$ cat src/rtl/core_exu_div_pkg.sv
// Shared divider definitions: bus width, FSM encoding, counter width and
// the constant quotient returned for a zero divisor.
`ifndef DATA_BUS_WIDTH
`define DATA_BUS_WIDTH 32
`endif

package core_exu_div_pkg;

    localparam int DATA_BUS_WIDTH = `DATA_BUS_WIDTH;
    localparam int DIV_CNT_WIDTH  = 6;

    typedef enum logic [1:0] {
        DIV_IDLE = 2'd0,
        DIV_CALC = 2'd1,
        DIV_DONE = 2'd2
    } div_state_e;

    // RISC-V defines x/0 as all ones for both signed and unsigned forms.
    localparam logic [DATA_BUS_WIDTH-1:0] DIV_ZERO_QUO = '1;

endpackage

$ cat src/rtl/core_exu_div_step.sv
// One restoring-division iteration: shift {rem, quo} left, trial-subtract
// the divisor from the widened remainder and restore on borrow.
module core_exu_div_step
    import core_exu_div_pkg::*;
#(
    parameter int DATA_WIDTH = DATA_BUS_WIDTH
) (
    input  logic [DATA_WIDTH-1:0] rem_i,
    input  logic [DATA_WIDTH-1:0] quo_i,
    input  logic [DATA_WIDTH-1:0] divisor_i,
    output logic [DATA_WIDTH-1:0] rem_o,
    output logic [DATA_WIDTH-1:0] quo_o
);

    logic [DATA_WIDTH:0] rem_sh;
    logic [DATA_WIDTH:0] diff;

    // Extra bit on the shifted remainder keeps the borrow visible.
    always_comb begin
        rem_sh = {rem_i, quo_i[DATA_WIDTH-1]};
        diff   = rem_sh - {1'b0, divisor_i};
        if (!diff[DATA_WIDTH]) begin
            rem_o = diff[DATA_WIDTH-1:0];
            quo_o = {quo_i[DATA_WIDTH-2:0], 1'b1};
        end else begin
            rem_o = rem_sh[DATA_WIDTH-1:0];
            quo_o = {quo_i[DATA_WIDTH-2:0], 1'b0};
        end
    end

endmodule

$ cat src/rtl/core_exu_div.sv
// Iterative radix-2 restoring divider for DIV/DIVU/REM/REMU. Operands are
// made unsigned on accept, one quotient bit is produced per cycle, and the
// signs are reapplied when results are registered on DONE entry.
`ifndef DATA_BUS_WIDTH
`define DATA_BUS_WIDTH 32
`endif

module core_exu_div
    import core_exu_div_pkg::*;
#(
    parameter int DATA_WIDTH = `DATA_BUS_WIDTH,
    parameter int CNT_WIDTH  = DIV_CNT_WIDTH
) (
    input  logic                  clk_i,
    input  logic                  rst_n_i,
    input  logic                  start_i,
    input  logic                  sign_i,
    input  logic [DATA_WIDTH-1:0] dividend_i,
    input  logic [DATA_WIDTH-1:0] divisor_i,
    input  logic                  flush_i,
    output logic                  busy_o,
    output logic                  valid_o,
    output logic [DATA_WIDTH-1:0] quotient_o,
    output logic [DATA_WIDTH-1:0] remainder_o
);

    localparam logic [DATA_WIDTH-1:0] MIN_NEG  = {1'b1, {(DATA_WIDTH-1){1'b0}}};
    localparam logic [CNT_WIDTH-1:0]  LAST_CNT = CNT_WIDTH'(DATA_WIDTH-1);

    div_state_e            state_q, state_d;
    logic [CNT_WIDTH-1:0]  cnt_q, cnt_d;
    logic [DATA_WIDTH-1:0] rem_q, rem_d, quo_q, quo_d, dvsr_q, dvsr_d;
    logic [DATA_WIDTH-1:0] quotient_q, quotient_d, remainder_q, remainder_d;
    logic                  neg_q_q, neg_q_d, neg_r_q, neg_r_d;

    logic [DATA_WIDTH-1:0] step_rem, step_quo, dvd_abs, dvs_abs;
    logic                  dvd_neg, dvs_neg, div_zero, sgn_ovf;

    core_exu_div_step #(.DATA_WIDTH(DATA_WIDTH)) u_step (
        .rem_i     (rem_q),
        .quo_i     (quo_q),
        .divisor_i (dvsr_q),
        .rem_o     (step_rem),
        .quo_o     (step_quo)
    );

    // Classify the incoming operands; only used in the accept cycle.
    always_comb begin
        dvd_neg  = sign_i & dividend_i[DATA_WIDTH-1];
        dvs_neg  = sign_i & divisor_i[DATA_WIDTH-1];
        dvd_abs  = dvd_neg ? -dividend_i : dividend_i;
        dvs_abs  = dvs_neg ? -divisor_i  : divisor_i;
        div_zero = (divisor_i == '0);
        sgn_ovf  = sign_i && (dividend_i == MIN_NEG) && (divisor_i == '1);
    end

    // Next-state, datapath and result-register update.
    always_comb begin
        state_d     = state_q;
        cnt_d       = cnt_q;
        rem_d       = rem_q;
        quo_d       = quo_q;
        dvsr_d      = dvsr_q;
        neg_q_d     = neg_q_q;
        neg_r_d     = neg_r_q;
        quotient_d  = quotient_q;
        remainder_d = remainder_q;
        case (state_q)
            DIV_IDLE: begin
                if (start_i) begin
                    neg_q_d = sign_i & (dividend_i[DATA_WIDTH-1] ^ divisor_i[DATA_WIDTH-1]);
                    neg_r_d = dvd_neg;
                    cnt_d   = '0;
                    if (div_zero) begin
                        // Remainder is the raw dividend, not its magnitude.
                        quotient_d  = DATA_WIDTH'(DIV_ZERO_QUO);
                        remainder_d = dividend_i;
                        state_d     = DIV_DONE;
                    end else if (sgn_ovf) begin
                        quotient_d  = MIN_NEG;
                        remainder_d = '0;
                        state_d     = DIV_DONE;
                    end else begin
                        rem_d   = '0;
                        quo_d   = dvd_abs;
                        dvsr_d  = dvs_abs;
                        state_d = DIV_CALC;
                    end
                end
            end
            DIV_CALC: begin
                rem_d = step_rem;
                quo_d = step_quo;
                cnt_d = cnt_q + 1'b1;
                if (cnt_q == LAST_CNT) begin
                    quotient_d  = neg_q_q ? -step_quo : step_quo;
                    remainder_d = neg_r_q ? -step_rem : step_rem;
                    state_d     = DIV_DONE;
                end
            end
            DIV_DONE: state_d = DIV_IDLE;
            default:  state_d = DIV_IDLE;
        endcase
        // Flush wins over everything, including a start seen in IDLE.
        if (flush_i) begin
            state_d     = DIV_IDLE;
            cnt_d       = '0;
            quotient_d  = quotient_q;
            remainder_d = remainder_q;
        end
    end

    // State and datapath registers.
    always_ff @(posedge clk_i or negedge rst_n_i) begin
        if (!rst_n_i) begin
            state_q     <= DIV_IDLE;
            cnt_q       <= '0;
            rem_q       <= '0;
            quo_q       <= '0;
            dvsr_q      <= '0;
            neg_q_q     <= 1'b0;
            neg_r_q     <= 1'b0;
            quotient_q  <= '0;
            remainder_q <= '0;
        end else begin
            state_q     <= state_d;
            cnt_q       <= cnt_d;
            rem_q       <= rem_d;
            quo_q       <= quo_d;
            dvsr_q      <= dvsr_d;
            neg_q_q     <= neg_q_d;
            neg_r_q     <= neg_r_d;
            quotient_q  <= quotient_d;
            remainder_q <= remainder_d;
        end
    end

    assign busy_o      = (state_q != DIV_IDLE);
    assign valid_o     = (state_q == DIV_DONE) && !flush_i;
    assign quotient_o  = quotient_q;
    assign remainder_o = remainder_q;

endmodule

$ cat config.mk
export PLATFORM = sky130hd
export DESIGN_NAME = core_exu_div
export DESIGN_NICKNAME = d
export VERILOG_FILES = /design/src/rtl/core_exu_div_pkg.sv /design/src/rtl/core_exu_div_step.sv /design/src/rtl/core_exu_div.sv
export SDC_FILE = /design/constraint.sdc
export NUM_CORES = 1
export LEC_CHECK = 0
export BUFFER_PORTS_ARGS = -buffer_cell sky130_fd_sc_hd__buf_2
export CELL_PAD_IN_SITES_DETAIL_PLACEMENT = 1
export CELL_PAD_IN_SITES_GLOBAL_PLACEMENT = 1
export CORE_UTILIZATION = 50
export CTS_CLUSTER_SIZE = 24
export DETAILED_ROUTE_END_ITERATION = 10
export HOLD_SLACK_MARGIN = 0.03
export PLACE_DENSITY = 0.88
export SYNTH_ARGS = -nofsm -noshare
export SYNTH_HDL_FRONTEND = slang
export SYNTH_HIERARCHICAL = 1
export SYNTH_SLANG_ARGS = --single-unit
$ cat constraint.sdc
create_clock -name clk_i -period 15.5 [get_ports clk_i]
set_input_delay 2.325 -clock clk_i [delete_from_list [all_inputs] [get_ports clk_i]]
set_output_delay 2.325 -clock clk_i [all_outputs]
set_load 0.05 [all_outputs]
==> results.cfg <==
[sta]
worstMarginPinSlew_ns = 1.326
final-max-slew-violation-count = 0
period_share_pct = 42.01
fin_tns_setup_ns = 0
finalHoldViolCount = 0
setup_slack_ns = 8.988
fin_skew_ns = 0.01662
clock.fmax_mhz = 153.6
slew_headroom_pct = 10.91
rsz0062_at_grt = no
setup_viol = 0
fin_crit_ns = 6.512

[placed_design]
dp_slack_ns = 9.240
place.gp.congestion = 0.9172
port-buffer-count = 134
post-dp-hpwl_um = 31860

[global_routing]
grt_pass1_wl_um = 69850
grt.overflow.total = 0
grt.busiest_layer = met2
met2_usage_pct = 54.06
antenna_found_initial = 1
grt_util_met1_pct = 43.47
grt_start_max_net_pins = 91
grt_util_met3_pct = 6.667
grt_pass1_vias = 12410
grt_util_all_layers_pct = 33.46

[run_status]
status = finished, final reports clean

[worst_setup_path]
cp_slowest_stage_delay_ns = 1.11
startpoint_type = register
cp.required_ns = 15.85
crit_path_end_kind = register
cp_slowest_cell = nor3_1
path_class = register to register
cp_cell_sequence = inv_1 -> ha_1 -> fa_1 -> and2b_1 -> o2111ai_2 -> a21oi_2 -> o2111ai_1 -> a211oi_2 -> nor2_4 -> mux2i_4 -> and2_4 -> inv_8 -> mux2_2 -> or4_1 -> nor3_1 -> a41oi_1 -> xor2_1 -> a22o_1 -> mux2_4
cp.arrival_ns = 6.86
r2r_cells = 19
worstPathMaxFanout = 27

[finish]
fillerInstances = 2982
final_nets = 1620
drive_above_1_share_pct = 18.89
seq_area_um2 = 4254
final_util_pct = 55.71
multi_input_area_um2 = 7871
syn_to_final_growth_pct = 8.126

[job]
maxCapViolations = 0

[power_and_ir_drop]
p_leak_uw = 0.006366
swShare_pct = 46.25
peakVddDrop_mv = 0.09549
comb_power_share_pct = 52.3
p_switching_uw = 1015
intPower_uw = 1180
p_total_uw = 2195
p_clk_share_pct = 21.8
p_seq_share_pct = 25.9
power.density_nw_per_um2 = 155.1

[yosys]
synthFlopType = dfrtp_1
syn_area_um2 = 13090
syn_nets = 1582
synth-edff-count = 0
ys_seq_elements = 170
ys_warn_count = 6
ys_types = 86
syn_inst = 1474
yosysSeqAreaShare_pct = 32.50
async_flop_share_pct = 100.0
synth.avg_cell_area_um2 = 8.879

[drt]
routed_wl_um = 44190
drt_pass1_iterations = 5
vias = 12140
viasPerCell = 6.543
drc = 0
routedWlPerCell_um = 23.81
drt_iter0_markers = 1037
drtAntennaViolNets = 0

[cts]
post_cts_buffers = 0
clk_latency_ns = 0.46
cts_hold_buf = 0
post_cts_resize_count = 0
clk_pin_slew_ns = 0.08
cts_root_buf = clkbuf_16
cts_sinks = 170
cts_buffers = 17
cts_tree = yes
cts_buffer_depth = 2
htreeDepth = 4

[floorplan]
start_util_pct = 51.53
die_height_um = 163.8
coreArea_um2 = 25400
die_w_um = 163.8
num_io_pins = 135
dieArea_um2 = 26830
row_count = 58

[min_path]
hold_class = register to register
hold_path_depth = 1
-- metal layers --
layer | wire (um) | vias up | part of all wire [%]
li1 | - | 5416 | -
met1 | 18710 | 6077 | 42
met2 | 20560 | 537 | 47
met3 | 3316 | 112 | 7.5
met4 | 1601 | 2 | 3.6
met5 | 8 | - | 0.018
-- path summary, 6_finish.rpt --
kind                       slack, ns      startpoint              end
max reg2reg                     8.99       quo_q[31]  remainder_o[23]
min                             0.51  remainder_o[6]   remainder_o[6]
min reg2reg                     0.51  remainder_o[6]   remainder_o[6]
max in group asynchronous      11.97         rst_n_i         quo_q[4]
max                             8.99       quo_q[31]  remainder_o[23]
min in group asynchronous       1.90         rst_n_i  remainder_o[28]
-- critical path, delay by kind of cell (launching register included) --
kind	cells	cell delay, ns
buffers and inverters	2	0.20
AOI/OAI and AO/OA	6	1.48
xor gates and xnor gates	1	0.22
muxes	3	0.95
and+or+nand+nor	5	2.49
adders and majority gates	2	0.61
DFF	1	0.41
-- cell type report --
class / instances / share of cell area [%]
clock buffer: 17 / 3.006
tap: 330 / 2.918
sequential: 170 / 30.06
clock inverter: 15 / 1.574
timing repair buffer: 143 / 5.261
inverter: 56 / 1.538
multi-input combinational: 1124 / 55.62
antenna: 1 / 0.01768
-- through the flow --
stage / instance area, um^2 / hold WS, ns / cells
after CTS: 14150 / 0.5119 / 1855
after global routing: 14150 / 0.5284 / 1855
after global placement: 13500 / 0.4874 / 1823
after detailed placement: 13500 / 0.4925 / 1823
after floorplan: 13090 / 0.4649 / 1474
final: 14150 / 0.5085 / 1856
-- sequential cells by signal, indices dropped and copies added, names as in the netlist --
register / flops
neg_r_q: 1
remainder_o: 32
quotient_o: 32
quo_q: 32
dvsr_q: 32
rem_q: 32
state_q: 2
cnt_q: 6
neg_q_q: 1
-- power by group through the flow --
| stage | clock (uW) | sequential (uW) | combinational, uW |
|---|---|---|---|
| floorplan | 0 | 528 | 893 |
| global placement | 0 | 566 | 1050 |
| detailed placement | 0 | 572 | 1090 |
| CTS | 480 | 565 | 1120 |
| global route | 494 | 574 | 1230 |
| finish | 478 | 568 | 1150 |
-- layout by cell type (no fill, tap or decap), types with 19 or more instances in the layout --
master / n
a21oi_1: 77
a22o_1: 27
a31oi_1: 23
buf_2: 133
dfrtp_1: 170
ha_1: 38
inv_1: 55
mux2_2: 19
mux2_4: 68
nand2_1: 140
nand3_1: 86
nand4_1: 25
nor2_1: 60
nor3_1: 31
nor4_1: 21
o21ai_0: 144
o31ai_1: 26
or4_1: 21
xnor2_1: 66
xor2_1: 79
-- cell families (layout without fill, tap and decap cells) --
family	after synthesis	count (layout)	synth area share, %
mux	94	94	10.07
fa+ha+maj	39	39	3.786
buf+inv	180	231	7.562
flops	170	170	32.50
simple gates	447	447	17.06
other cells	0	1	0
xor+xnor	145	145	9.704
compound gates	399	399	19.32
-- cells in the mapped netlist, drive strengths merged, types with 53 or more instances --
| cell | instances | area, um^2 |
|---|---|---|
| clkbuf | 69 | 259.0 |
| nand3 | 86 | 430.4 |
| o21ai | 146 | 730.7 |
| a21oi | 79 | 402.9 |
| xor2 | 79 | 691.9 |
| xnor2 | 66 | 578.1 |
| buf | 53 | 491.7 |
| inv | 56 | 217.7 |
| nand2 | 140 | 525.5 |
| mux2 | 87 | 1235 |
| nor2 | 63 | 244.0 |
| dfrtp | 170 | 4254 |
Power figures use the tool's default switching activity.
